--- src/rtl/snake_game_ctrl.sv ---
`default_nettype none
// =====================================================================
// snake_game_ctrl - collision check, growth/score and LFSR food placement
// Revision 1.0
// =====================================================================
module snake_game_ctrl #(
   parameter int                 MAX_LEN   = 16,
   parameter int                 NUM_LEN   = 10,
   parameter logic [3:0]         INIT_LEN  = 4'd5,
   parameter logic [NUM_LEN-1:0] INIT_HEAD = 10'd36,
   parameter logic [NUM_LEN-1:0] FOOD_INIT = 10'd40,
   parameter logic [NUM_LEN-1:0] LFSR_SEED = 10'h2A5
) (
   input  logic                       clk,
   input  logic                       rst_n,
   input  logic                       start,
   input  logic                       step,
   input  logic [MAX_LEN*NUM_LEN-1:0] next_pos_num,
   input  logic                       should_stop,
   output logic [MAX_LEN*NUM_LEN-1:0] pos_num,
   output logic [3:0]                 len,
   output logic [NUM_LEN-1:0]         food_pos,
   output logic [7:0]                 score,
   output logic                       game_over,
   output logic                       busy
);

   localparam logic [4:0] ROW_LIMIT = 5'd24;

   typedef enum logic [2:0] {
      S_IDLE  = 3'd0,
      S_RUN   = 3'd1,
      S_CHECK = 3'd2,
      S_FOOD  = 3'd3,
      S_SCAN  = 3'd4,
      S_OVER  = 3'd5
   } state_t;

   state_t             state, state_nx;
   logic [NUM_LEN-1:0] head, lfsr, lfsr_nx, cand, scan_seg;
   logic [3:0]         idx;
   logic               self_hit, collide, eat, row_bad, scan_hit, scan_last;

   function automatic logic [MAX_LEN*NUM_LEN-1:0] init_body();
      logic [MAX_LEN*NUM_LEN-1:0] b;
      for (int i = 0; i < MAX_LEN; i++)
         b[i*NUM_LEN +: NUM_LEN] = (i < int'(INIT_LEN)) ? INIT_HEAD - NUM_LEN'(i) : '1;
      return b;
   endfunction

   assign head      = next_pos_num[NUM_LEN-1:0];
   assign lfsr_nx   = {lfsr[NUM_LEN-2:0], lfsr[9] ^ lfsr[6]};
   assign row_bad   = lfsr_nx[NUM_LEN-1:5] >= ROW_LIMIT;
   assign scan_seg  = pos_num[int'(idx)*NUM_LEN +: NUM_LEN];
   assign scan_hit  = (scan_seg == cand);
   assign scan_last = (idx == len - 4'd1);
   assign collide   = should_stop | self_hit;
   assign eat       = (head == food_pos);

   // Slots at or beyond len carry stale tail data and must not count as body.
   always_comb begin
      self_hit = 1'b0;
      for (int k = 1; k < MAX_LEN; k++)
         if ((4'(k) < len) && (next_pos_num[k*NUM_LEN +: NUM_LEN] == head))
            self_hit = 1'b1;
   end

   always_ff @(posedge clk or negedge rst_n) begin
      if (!rst_n) state <= S_IDLE;
      else        state <= state_nx;
   end

   always_comb begin
      state_nx = state;
      unique case (state)
         S_IDLE:  if (start) state_nx = S_RUN;
         S_RUN:   if (step)  state_nx = S_CHECK;
         S_CHECK: begin
            if (collide)  state_nx = S_OVER;
            else if (eat) state_nx = S_FOOD;
            else          state_nx = S_RUN;
         end
         S_FOOD:  if (!row_bad) state_nx = S_SCAN;
         S_SCAN: begin
            if (scan_hit)       state_nx = S_FOOD;
            else if (scan_last) state_nx = S_RUN;
         end
         S_OVER:  if (start) state_nx = S_RUN;
         default: state_nx = S_IDLE;
      endcase
   end

   always_ff @(posedge clk or negedge rst_n) begin
      if (!rst_n) begin
         pos_num   <= init_body();
         len       <= INIT_LEN;
         food_pos  <= FOOD_INIT;
         score     <= 8'd0;
         lfsr      <= LFSR_SEED;
         cand      <= '0;
         idx       <= 4'd0;
         game_over <= 1'b0;
         busy      <= 1'b0;
      end else begin
         game_over <= (state_nx == S_OVER);
         busy      <= (state_nx == S_CHECK) || (state_nx == S_FOOD) || (state_nx == S_SCAN);
         unique case (state)
            S_CHECK: begin
               if (!collide) begin
                  pos_num <= next_pos_num;
                  if (eat) begin
                     if (len != 4'hF)    len   <= len + 4'd1;
                     if (score != 8'hFF) score <= score + 8'd1;
                  end
               end
            end
            S_FOOD: begin
               lfsr <= lfsr_nx;
               cand <= lfsr_nx;
               idx  <= 4'd0;
            end
            S_SCAN: begin
               if (!scan_hit && scan_last) food_pos <= cand;
               idx <= idx + 4'd1;
            end
            S_OVER: begin
               // Restart keeps the LFSR running so each game gets new food.
               if (start) begin
                  pos_num  <= init_body();
                  len      <= INIT_LEN;
                  food_pos <= FOOD_INIT;
                  score    <= 8'd0;
               end
            end
            default: ;
         endcase
      end
   end

endmodule
`default_nettype wire

--- config.mk ---
export PLATFORM = sky130hd
export DESIGN_NAME = snake_game_ctrl
export DESIGN_NICKNAME = d
export VERILOG_FILES = /design/src/rtl/snake_game_ctrl.sv
export SDC_FILE = /design/constraint.sdc
export NUM_CORES = 1
export LEC_CHECK = 0
export CORE_MARGIN = 5
export CORE_UTILIZATION = 25
export DETAILED_ROUTE_END_ITERATION = 10
export SLEW_MARGIN = 20
export SYNTH_ARGS = -nofsm -noshare
export SYNTH_HDL_FRONTEND = slang
export SYNTH_SLANG_ARGS = --single-unit
--- constraint.sdc ---
create_clock -name clk -period 7.5 [get_ports clk]
set_input_delay 1.5 -clock clk [delete_from_list [all_inputs] [get_ports clk]]
set_output_delay 1.5 -clock clk [all_outputs]
set_load 0.005 [all_outputs]
==> results of run 1 <==
[area by class of cell]
class,count,area share (%)
multi-input cells,987,36.5
repair buffers,369,21.9
inverters,17,0.382
clock buffers,39,4.47
well taps,615,4.60
flip-flops and latches,206,31.8
clock inverters,5,0.299
[worst paths after layout]
path,end,slack [ps],cells after the start
worst max register to register,pos_num[127],3300,11
worst max-delay path,pos_num[127],1950,12
min in group asynchronous,score[4],1040,1
max in group asynchronous,pos_num[39],5170,2
worst min-delay path,pos_num[150],460,2
worst min register to register,pos_num[150],460,2
[placed cells by master, fill, tap and decap left out, types with 7 or more instances in the layout]
master	n
a21oi_1	18
a22o_1	7
a22oi_1	8
buf_4	19
clkbuf_1	7
clkbuf_16	25
clkbuf_8	8
clkdlybuf4s50_1	347
dfrtp_1	75
dfstp_2	129
inv_1	17
mux2i_1	36
mux4_2	30
nand2_1	375
nand3_1	49
nand4_1	17
nor2_1	21
nor2b_1	8
nor3_1	19
nor4_1	27
o21ai_0	136
o21ai_1	9
xnor2_1	52
xor2_1	120
[layer usage]
metal	share of wire (%)	wire (um)	GRT usage, %	up-vias
li1	-	-	-	5044
met1	42	22900	26.4	5534
met2	47	26000	33.2	492
met3	7.5	4130	4.32	98
met4	3.5	1950	6.07	4
met5	0.049	27	0	-
[metrics by stage]
stage                     util, %  hold slack, ps  instance area [um^2]
after global routing         35.2             473                 16700
after detailed placement     33.6             452                 15900
after floorplan                 -             439                 11900
after CTS                    35.2             462                 16700
final                        35.2             462                 16700
after global placement       33.6             447                 15900
[power by group through the flow]
| stage | Sequential [W] | Clock, W | Combinational (W) |
|---|---|---|---|
| after global placement | 0.00240 | 0 | 0.00293 |
| after CTS | 0.00240 | 0.00124 | 0.00297 |
| final | 0.00240 | 0.00121 | 0.00295 |
| after floorplan | 0.00217 | 0 | 0.00143 |
| after global routing | 0.00247 | 0.00128 | 0.00319 |
| after detailed placement | 0.00241 | 0 | 0.00296 |
[worst max-delay path: cells and delay by family]
kind	cells	cell delay, ps
XOR/XNOR	1	180
AO/OA/AOI/OAI	4	1430
buffers and inverters	3	1820
AND/OR/NAND/NOR	4	1070
[cell families (layout without fill, tap and decap cells)]
family	Yosys count	count (layout)
AOI/OAI and AO/OA	207	207
and+or+nand+nor	535	535
DFF	206	206
buffers and inverters	116	430
adders and majority gates	6	6
muxes	67	67
xor gates and xnor gates	172	172
[sequential cells by signal, indices dropped and copies added (netlist names)]
| name | count |
|---|---|
| busy | 1 |
| lfsr | 10 |
| state | 3 |
| idx | 4 |
| game_over | 1 |
| len | 4 |
| food_pos | 10 |
| cand | 5 |
| score | 8 |
| pos_num | 160 |
==> impl_metrics.tcl, run 1 <==
set metrics [dict create \
    endpoint_kind "register" \
    setup_ws_ps 1950 \
    grtUsageTotal_pct 20.1 \
    tightest_slew_ps 1040 \
    start_util_pct 25.2 \
    yosys.area.top_type "dfstp_2" \
    diodes 0 \
    grt_first_pass_wirelength_mm 79.5 \
    tns_ps 0 \
    yosys.area_share.simple_pct 19.1 \
    worst_path_most_repeated_cell "o21ai_0" \
    antenna_found_initial 2 \
    startpoint "next_pos_num[0]" \
    h-tree-depth 1 \
    yosysWarnings 0 \
    synth_nets 1480 \
    dp_cells 2194 \
    syn_to_final_growth_pct 40.0 \
    register_area_um2 5320 \
    drive_above_1_share_pct 14.0 \
    slowest_stage "clkdlybuf4s50_1" \
    synth_area_per_cell_um2 9.12 \
    port-buffer-count 348 \
    clk_path_buf_depth 3 \
    crit_arrival_ps 6030 \
    synthXorXnorAreaFrac_pct 12.6 \
    cts-root-buf "clkbuf_16" \
    peakVddDrop_uv 170 \
    hpwl_mm 41.6 \
    netlist_area_um2 11900 \
    maxSlewHeadroom_pct 30.4 \
    min-delay-start "pos_num[150]" \
    ys.flop_type "dfstp_2" \
    crit_chain "clkdlybuf4s50_1, buf_4, xor2_1, nor4_1, nand4_1, o21ai_0, a2111oi_1, o21ai_1, nand2_4, buf_12, o21ai_0, nand2_1" \
    totalWireLength_mm 54.9 \
    status "completed" \
    cts_resized 0 \
    async_flop_share_pct 100 \
    slew_violations 0 \
    synth_top_area_share_pct 28.4 \
    maxCapViolations 0 \
    clock_skew_ps 15.8 \
    setup_viol 0 \
    synth_compound_area_share_pct 9.85 \
    die_h_um 229 \
    synth_area_leaders "dfstp_2 28%, dfrtp_1 16%, nand2_1 12%, xor2_1 8.8%, o21ai_0 5.7%" \
    worstPathMaxFanout 88 \
    crit_path_max_incr_delay_ps 1040 \
    leakagePower_nw 6.98 \
    powerDensity_nw_per_um2 392 \
    clk_pin_slew_worst_paths_ps 60 \
    die_area_um2 52200 \
    gr-total-overflow 0 \
    multi_input_area_um2 6100 \
    preCtsSetupSlack_ps 1440 \
    ys_types 52 \
    cts_buffers 25 \
    cts_hold_buffers 0 \
    finalCritPeriodShare_pct 74.0 \
    required_ps 7980 \
    synthAdderAreaFrac_pct 0.629 \
    synth_top_family_by_area "simple AND/OR/NAND/NOR gates" \
    clock.fmax_mhz 180 \
    viasPerCell 4.99 \
    nFillCells 4846 \
    fp.dieW_um 229 \
    place_congestion 0.869 \
    finalHoldViolations 0 \
    synth_most_common_cell "nand2_1" \
    rsz0062_at_grt "false" \
    drt_iter0_markers 971 \
    clkPwrFrac_pct 18.4 \
    io_pins 349 \
    min_period_ps 5550 \
    seqPwrFrac_pct 36.6 \
    drc 0 \
    nets 1777 \
    path_class "input pin to register" \
    synth-seq-cells 206 \
    syn_inst 1309 \
    vias 11200 \
    grt_pass1_vias 11300 \
    clkLatencyLatePin_ps 540 \
    wl_per_cell_um 24.5 \
    p_total_w 0.00656 \
    ys_seq_area_share_pct 44.5 \
    rows 80 \
    rr_startpoint "len[1]" \
    p_sw_w 0.00254 \
    swShare_pct 38.8 \
    clock-sinks 206 \
    synth_mux_area_share_pct 8.77 \
    postRouteAntennaNets 0 \
    coreArea_um2 47400 \
    drtPass1Iterations 5 \
    start_kind "input pin" \
    grt_max_degree 92 \
    cts_tree "built" \
    intPower_w 0.00402 \
    power.share.combinational_pct 44.9 \
    hold_class "register to register" \
    stdcell_count 2238 \
    synth_commonest_cells "376 x nand2_1, 136 x o21ai_0, 129 x dfstp_2, 120 x xor2_1, 77 x dfrtp_1" \
    post-cts-setup-buffer-count 0 \
    synth-edff-count 0 \
]
No activity file was read; power rests on OpenSTA's default activity.
==> inputs of run 2 (changes only) <==
==> constraint.sdc (replaced) <==
create_clock -name clk -period 5.15 [get_ports clk]
set_input_delay 1.03 -clock clk [delete_from_list [all_inputs] [get_ports clk]]
set_output_delay 1.03 -clock clk [all_outputs]
set_load 0.005 [all_outputs]
==> run 2 against run 1 <==
  * Hold slack lost 3.3 ps
  * Clock skew grew 1.8 ps
  * Largest cell class unchanged
  * First-iteration DRC count grew 18%
  * Critical path type unchanged
==> impl_metrics.tcl, run 2 (synthesis gave the netlist of run 1 again) <==
set metrics [dict create \
    crit_chain "clkdlybuf4s50_1, buf_4, xor2_1, nor4_1, a31oi_1, nand3_1, nor4_1, o21ai_1, and2_4, buf_12, or4_1, a21oi_1" \
    crit_arrival_ps 4530 \
    io_pins 349 \
    clock-sinks 206 \
    nFillCells 4865 \
    reg_top3 "pos_num (160), food_pos (10), lfsr (10)" \
    slew_violations 0 \
    grt_pass1_vias 11500 \
    nets 1786 \
    swShare_pct 38.6 \
    port-buffer-count 348 \
    final_common_cell "nand2_1" \
    fp.dieW_um 229 \
    h-tree-depth 1 \
    worstPathMaxFanout 50 \
    clk_path_buf_depth 3 \
    clock_skew_ps 17.7 \
    finalHoldViolations 0 \
    die_h_um 229 \
    dpl_cell_area_um2 16100 \
    totalWireLength_mm 54.5 \
    coreArea_um2 47400 \
    seqPwrFrac_pct 35.7 \
    cts_hold_buffers 0 \
    cts_tree "built" \
    gr-total-overflow 0 \
    intPower_w 0.00597 \
    hpwl_mm 40.5 \
    worst_path_most_repeated_cell "nor4_1" \
    rsz0062_at_grt "false" \
    setup_viol 0 \
    status "completed" \
    multi_input_area_um2 6100 \
    setup_ws_ps 1090 \
    drtPass1Iterations 6 \
    maxSlewHeadroom_pct 33.4 \
    start_util_pct 25.2 \
    cp_top_family "simple AND/OR/NAND/NOR gates" \
    crit_path_max_incr_delay_ps 820 \
    grtUsageTotal_pct 20.1 \
    path_class "input pin to register" \
    drc 0 \
    rows 80 \
    grt_first_pass_wirelength_mm 80.5 \
    required_ps 5620 \
    utilization_pct 35.7 \
    clk_pin_slew_worst_paths_ps 60 \
    viasPerCell 4.96 \
    syn_to_final_growth_pct 41.9 \
    finalCritPeriodShare_pct 78.9 \
    stdcell_count 2250 \
    dp_cells 2202 \
    critPathBufInv 3 \
    die_area_um2 52200 \
    postRouteAntennaNets 0 \
    startpoint "next_pos_num[5]" \
    place_congestion 0.866 \
    top_register "pos_num" \
    tns_ps 0 \
    start_kind "input pin" \
    register_area_um2 5320 \
    min_period_ps 4060 \
    vias 11200 \
    cts-root-buf "clkbuf_16" \
    endpoint_kind "register" \
    wl_per_cell_um 24.2 \
    p_sw_w 0.00376 \
    power.share.combinational_pct 45.0 \
    hold_class "register to register" \
    min-delay-start "pos_num[21]" \
    leakagePower_nw 7.08 \
    stdcell_area_um2 16900 \
    grt_max_degree 121 \
    maxCapViolations 0 \
    preCtsSetupSlack_ps 507 \
    antenna_found_initial 1 \
    rr_startpoint "idx[0]" \
    clkLatencyLatePin_ps 560 \
    post-cts-setup-buffer-count 0 \
    peakVddDrop_uv 266 \
    layout_common_cells "375 x nand2_1, 347 x clkdlybuf4s50_1, 136 x o21ai_0" \
    cts_buffers 26 \
    slowest_stage "clkdlybuf4s50_1" \
    largest_register_ffs 160 \
    tightest_slew_ps 999 \
    drive_above_1_share_pct 14.5 \
    clock.fmax_mhz 246 \
    clkPwrFrac_pct 19.3 \
    drt_iter0_markers 1141 \
    cts_resized 0 \
    powerDensity_nw_per_um2 574 \
]
[run 2: cell types whose count changed in the layout (fill, tap and decap cells not counted), sizes merged]
cell | previous run | this run
clkinvlp | 0 | 1
inv | 17 | 18
diode | 0 | 1
buf | 21 | 29
bufinv | 1 | 2
[run 2: layout make-up]
cell class	instances	share of cell area (%)
flip-flops and latches	206	31.4
repair buffers	377	22.6
multi-input cells	987	36.0
well taps	615	4.54
clock inverters	8	0.569
clock buffers	39	4.49
inverters	17	0.377
diodes	1	0.0148
[run 2: final timing paths]
path / end / slack (ps) / depth (start not counted)
hold / removal: pos_num[21] / 460 / 2
max in group asynchronous: pos_num[137] / 3390 / 2
hold reg to reg: pos_num[21] / 460 / 2
setup / recovery: score[5] / 1090 / 12
min in group asynchronous: score[4] / 590 / 1
setup reg to reg: busy / 1470 / 9
[run 2: power groups by stage]
| stage | sequential [W] | clock [W] | combinational [W] |
|---|---|---|---|
| finish | 0.00347 | 0.00187 | 0.00438 |
| global route | 0.00357 | 0.00197 | 0.00475 |
| CTS | 0.00347 | 0.00191 | 0.00441 |
| detailed placement | 0.00348 | 0 | 0.00440 |
| global placement | 0.00345 | 0 | 0.00436 |
| floorplan | 0.00317 | 0 | 0.00208 |
[run 2: worst register-to-register path, stage by stage, from the launching register on]
cell and delay (ps):
dfrtp_4 680, buf_12 280, mux4_2 610, mux4_2 480, xnor2_1 180, o211ai_1 120
nor4_2 430, nor2_1 130, a2111oi_2 460, o211ai_1 170
[run 2: metrics by stage]
| step | hold slack (ps) | total power (W) |
|---|---|---|
| 2_1_floorplan | 439 | 0.00525 |
| 3_3_place_gp | 447 | 0.00781 |
| 3_5_place_dp | 452 | 0.00788 |
| 4_1_cts | 460 | 0.00979 |
| 5_1_grt | 473 | 0.0103 |
| 6_report | 458 | 0.00972 |
[run 2: per-layer routing]
layer | share of wire (%) | GRT usage [%] | vias to the layer above
met4 | 3.1 | 5.84 | 0
li1 | - | - | 5040
met1 | 42 | 26.8 | 5511
met2 | 47 | 33.2 | 520
met3 | 7.7 | 4.32 | 90
met5 | 0 | 0 | -
==> inputs of run 3 (changes only) <==
==> constraint.sdc (replaced) <==
create_clock -name clk -period 3.7 [get_ports clk]
set_input_delay 0.74 -clock clk [delete_from_list [all_inputs] [get_ports clk]]
set_output_delay 0.74 -clock clk [all_outputs]
set_load 0.005 [all_outputs]
==> run 3 against run 2 <==
  * Combinational power up 48%
  * Register-to-register slack got worse by 1200 ps
  * Die area is the same
  * Highest routed layer is now met5
==> impl_metrics.tcl, run 3 (synthesis gave the netlist of run 1 again) <==
set metrics [dict create \
    cts_hold_buffers 0 \
    grtUsageTotal_pct 20.5 \
    endpoint_kind "register" \
    crit_chain "buf_12, buf_4, mux4_2, mux4_2, xnor2_1, nand2_1, nor4_4, nor2_1, a2111oi_2, o211ai_1" \
    final_common_cell "nand2_1" \
    maxCapViolations 0 \
    vias 11600 \
    die_h_um 229 \
    clock_skew_ps 18.7 \
    grt_pass1_vias 11800 \
    p_sw_w 0.00533 \
    required_ps 4110 \
    seqPwrFrac_pct 34.8 \
    cts_tree "built" \
    powerDensity_nw_per_um2 781 \
    worst_path_most_repeated_cell "mux4_2" \
    rsz0062_at_grt "false" \
    nets 1850 \
    clk_path_buf_depth 3 \
    maxSlewHeadroom_pct 46.7 \
    antenna_found_initial 3 \
    io_pins 349 \
    intPower_w 0.00843 \
    top_register "pos_num" \
    grt_max_degree 86 \
    syn_to_final_growth_pct 47.6 \
    slew_violations 0 \
    preCtsSetupSlack_ps -242 \
    coreArea_um2 47400 \
    tightest_slew_ps 800 \
    crit_arrival_ps 3880 \
    drive_above_1_share_pct 17.9 \
    largest_register_ffs 160 \
    start_util_pct 25.2 \
    place_congestion 0.947 \
    worstPathMaxFanout 12 \
    wl_per_cell_um 24.3 \
    h-tree-depth 1 \
    path_class "register to register" \
    clkPwrFrac_pct 18.0 \
    finalCritPeriodShare_pct 94.0 \
    drt_iter0_markers 892 \
    slowest_stage "dfrtp_4" \
    clock.fmax_mhz 287 \
    postRouteAntennaNets 0 \
    setup_viol 0 \
    fp.dieW_um 229 \
    power.share.combinational_pct 47.1 \
    layout_common_cells "375 x nand2_1, 347 x clkdlybuf4s50_1, 136 x o21ai_0" \
    dp_cells 2267 \
    die_area_um2 52200 \
    viasPerCell 5.00 \
    port-buffer-count 348 \
    gr-total-overflow 0 \
    clk_pin_slew_worst_paths_ps 60 \
    status "completed" \
    leakagePower_nw 7.47 \
    totalWireLength_mm 56.2 \
    finalHoldViolations 0 \
    rr_worst_depth 10 \
    grt_first_pass_wirelength_mm 81.7 \
    min_period_ps 3480 \
    start_kind "register" \
    cts_buffers 25 \
    drc 0 \
    rows 80 \
    peakVddDrop_uv 374 \
    crit_path_max_incr_delay_ps 570 \
    tns_ps 0 \
    swShare_pct 38.7 \
    clock-sinks 206 \
    stdcell_count 2313 \
    hpwl_mm 44.5 \
    reg_top3 "pos_num (160), food_pos (10), lfsr (10)" \
    p_total_w 0.0138 \
    cts-root-buf "clkbuf_16" \
    setup_ws_ps 221 \
    drtPass1Iterations 7 \
    hold_class "input pin to asynchronous set/reset pin" \
    clkLatencyLatePin_ps 550 \
]
==> run 3: cell types whose count changed in the layout (fill, tap and decap cells not counted), sizes merged <==
cell,delta
buf,+65
clkbuf,-4
clkinv,+2
bufinv,-1
clkinvlp,-1
diode,+1
inv,+1
==> run 3: timing repair <==
item | CTS | global route
resized for setup | 0 | 1
endpoints found under the setup margin | 0 | 1
endpoints found under the hold margin | 0 | 0
setup buffers | 0 | 0
==> run 3: power groups by stage <==
stage | clock network (W) | registers, W | logic, W
after global placement | 0 | 0.00478 | 0.00638
after floorplan | 0 | 0.00441 | 0.00290
after global routing | 0.00263 | 0.00493 | 0.00697
final | 0.00248 | 0.00480 | 0.00649
after CTS | 0.00253 | 0.00479 | 0.00648
after detailed placement | 0 | 0.00480 | 0.00646
==> run 3: worst max-delay path, delay by kind of cell (launching register included) <==
| kind | cells | cell delay (ps) |
|---|---|---|
| muxes | 2 | 1030 |
| AOI/OAI and AO/OA | 2 | 600 |
| and+or+nand+nor | 3 | 610 |
| xor gates and xnor gates | 1 | 140 |
| DFF | 1 | 570 |
| buffers and inverters | 2 | 370 |
==> run 3: through the flow <==
step,utilization [%],cell area [um^2],hold WS [ps]
after global placement,35.4,16800,447
after CTS,37.1,17600,267
after detailed placement,35.4,16800,448
after global routing,37.2,17600,274
after floorplan,-,11900,439
final,37.2,17600,211
==> run 3: final timing paths <==
| kind | endpoint | slack [ps] | start |
|---|---|---|---|
| min | score[5] | 210 | rst_n |
| max in group asynchronous | lfsr[2] | 2550 | rst_n |
| max reg2reg | busy | 220 | idx[0] |
| min in group clk | lfsr[2] | 460 | lfsr[2] |
| max | busy | 220 | idx[0] |
| min reg2reg | lfsr[2] | 460 | lfsr[2] |
==> run 3: cell type report <==
cell class                      instances  area, um^2
Tap cell                              615         769
Multi-Input combinational cell        987        6110
Antenna cell                            2        5.00
Fill cell                            4777       29800
Clock inverter                          9        93.8
Timing Repair Buffer                  442        4540
Inverter                               17        63.8
Clock buffer                           35         723
Sequential cell                       206        5320
==> run 3: layer usage <==
metal	vias to the layer above	track usage (%)	part of all wire, %
li1	5176	-	-
met1	5785	26.1	41
met2	500	34.7	48
met3	105	4.57	7.0
met4	2	6.92	3.8
met5	-	0	0.023
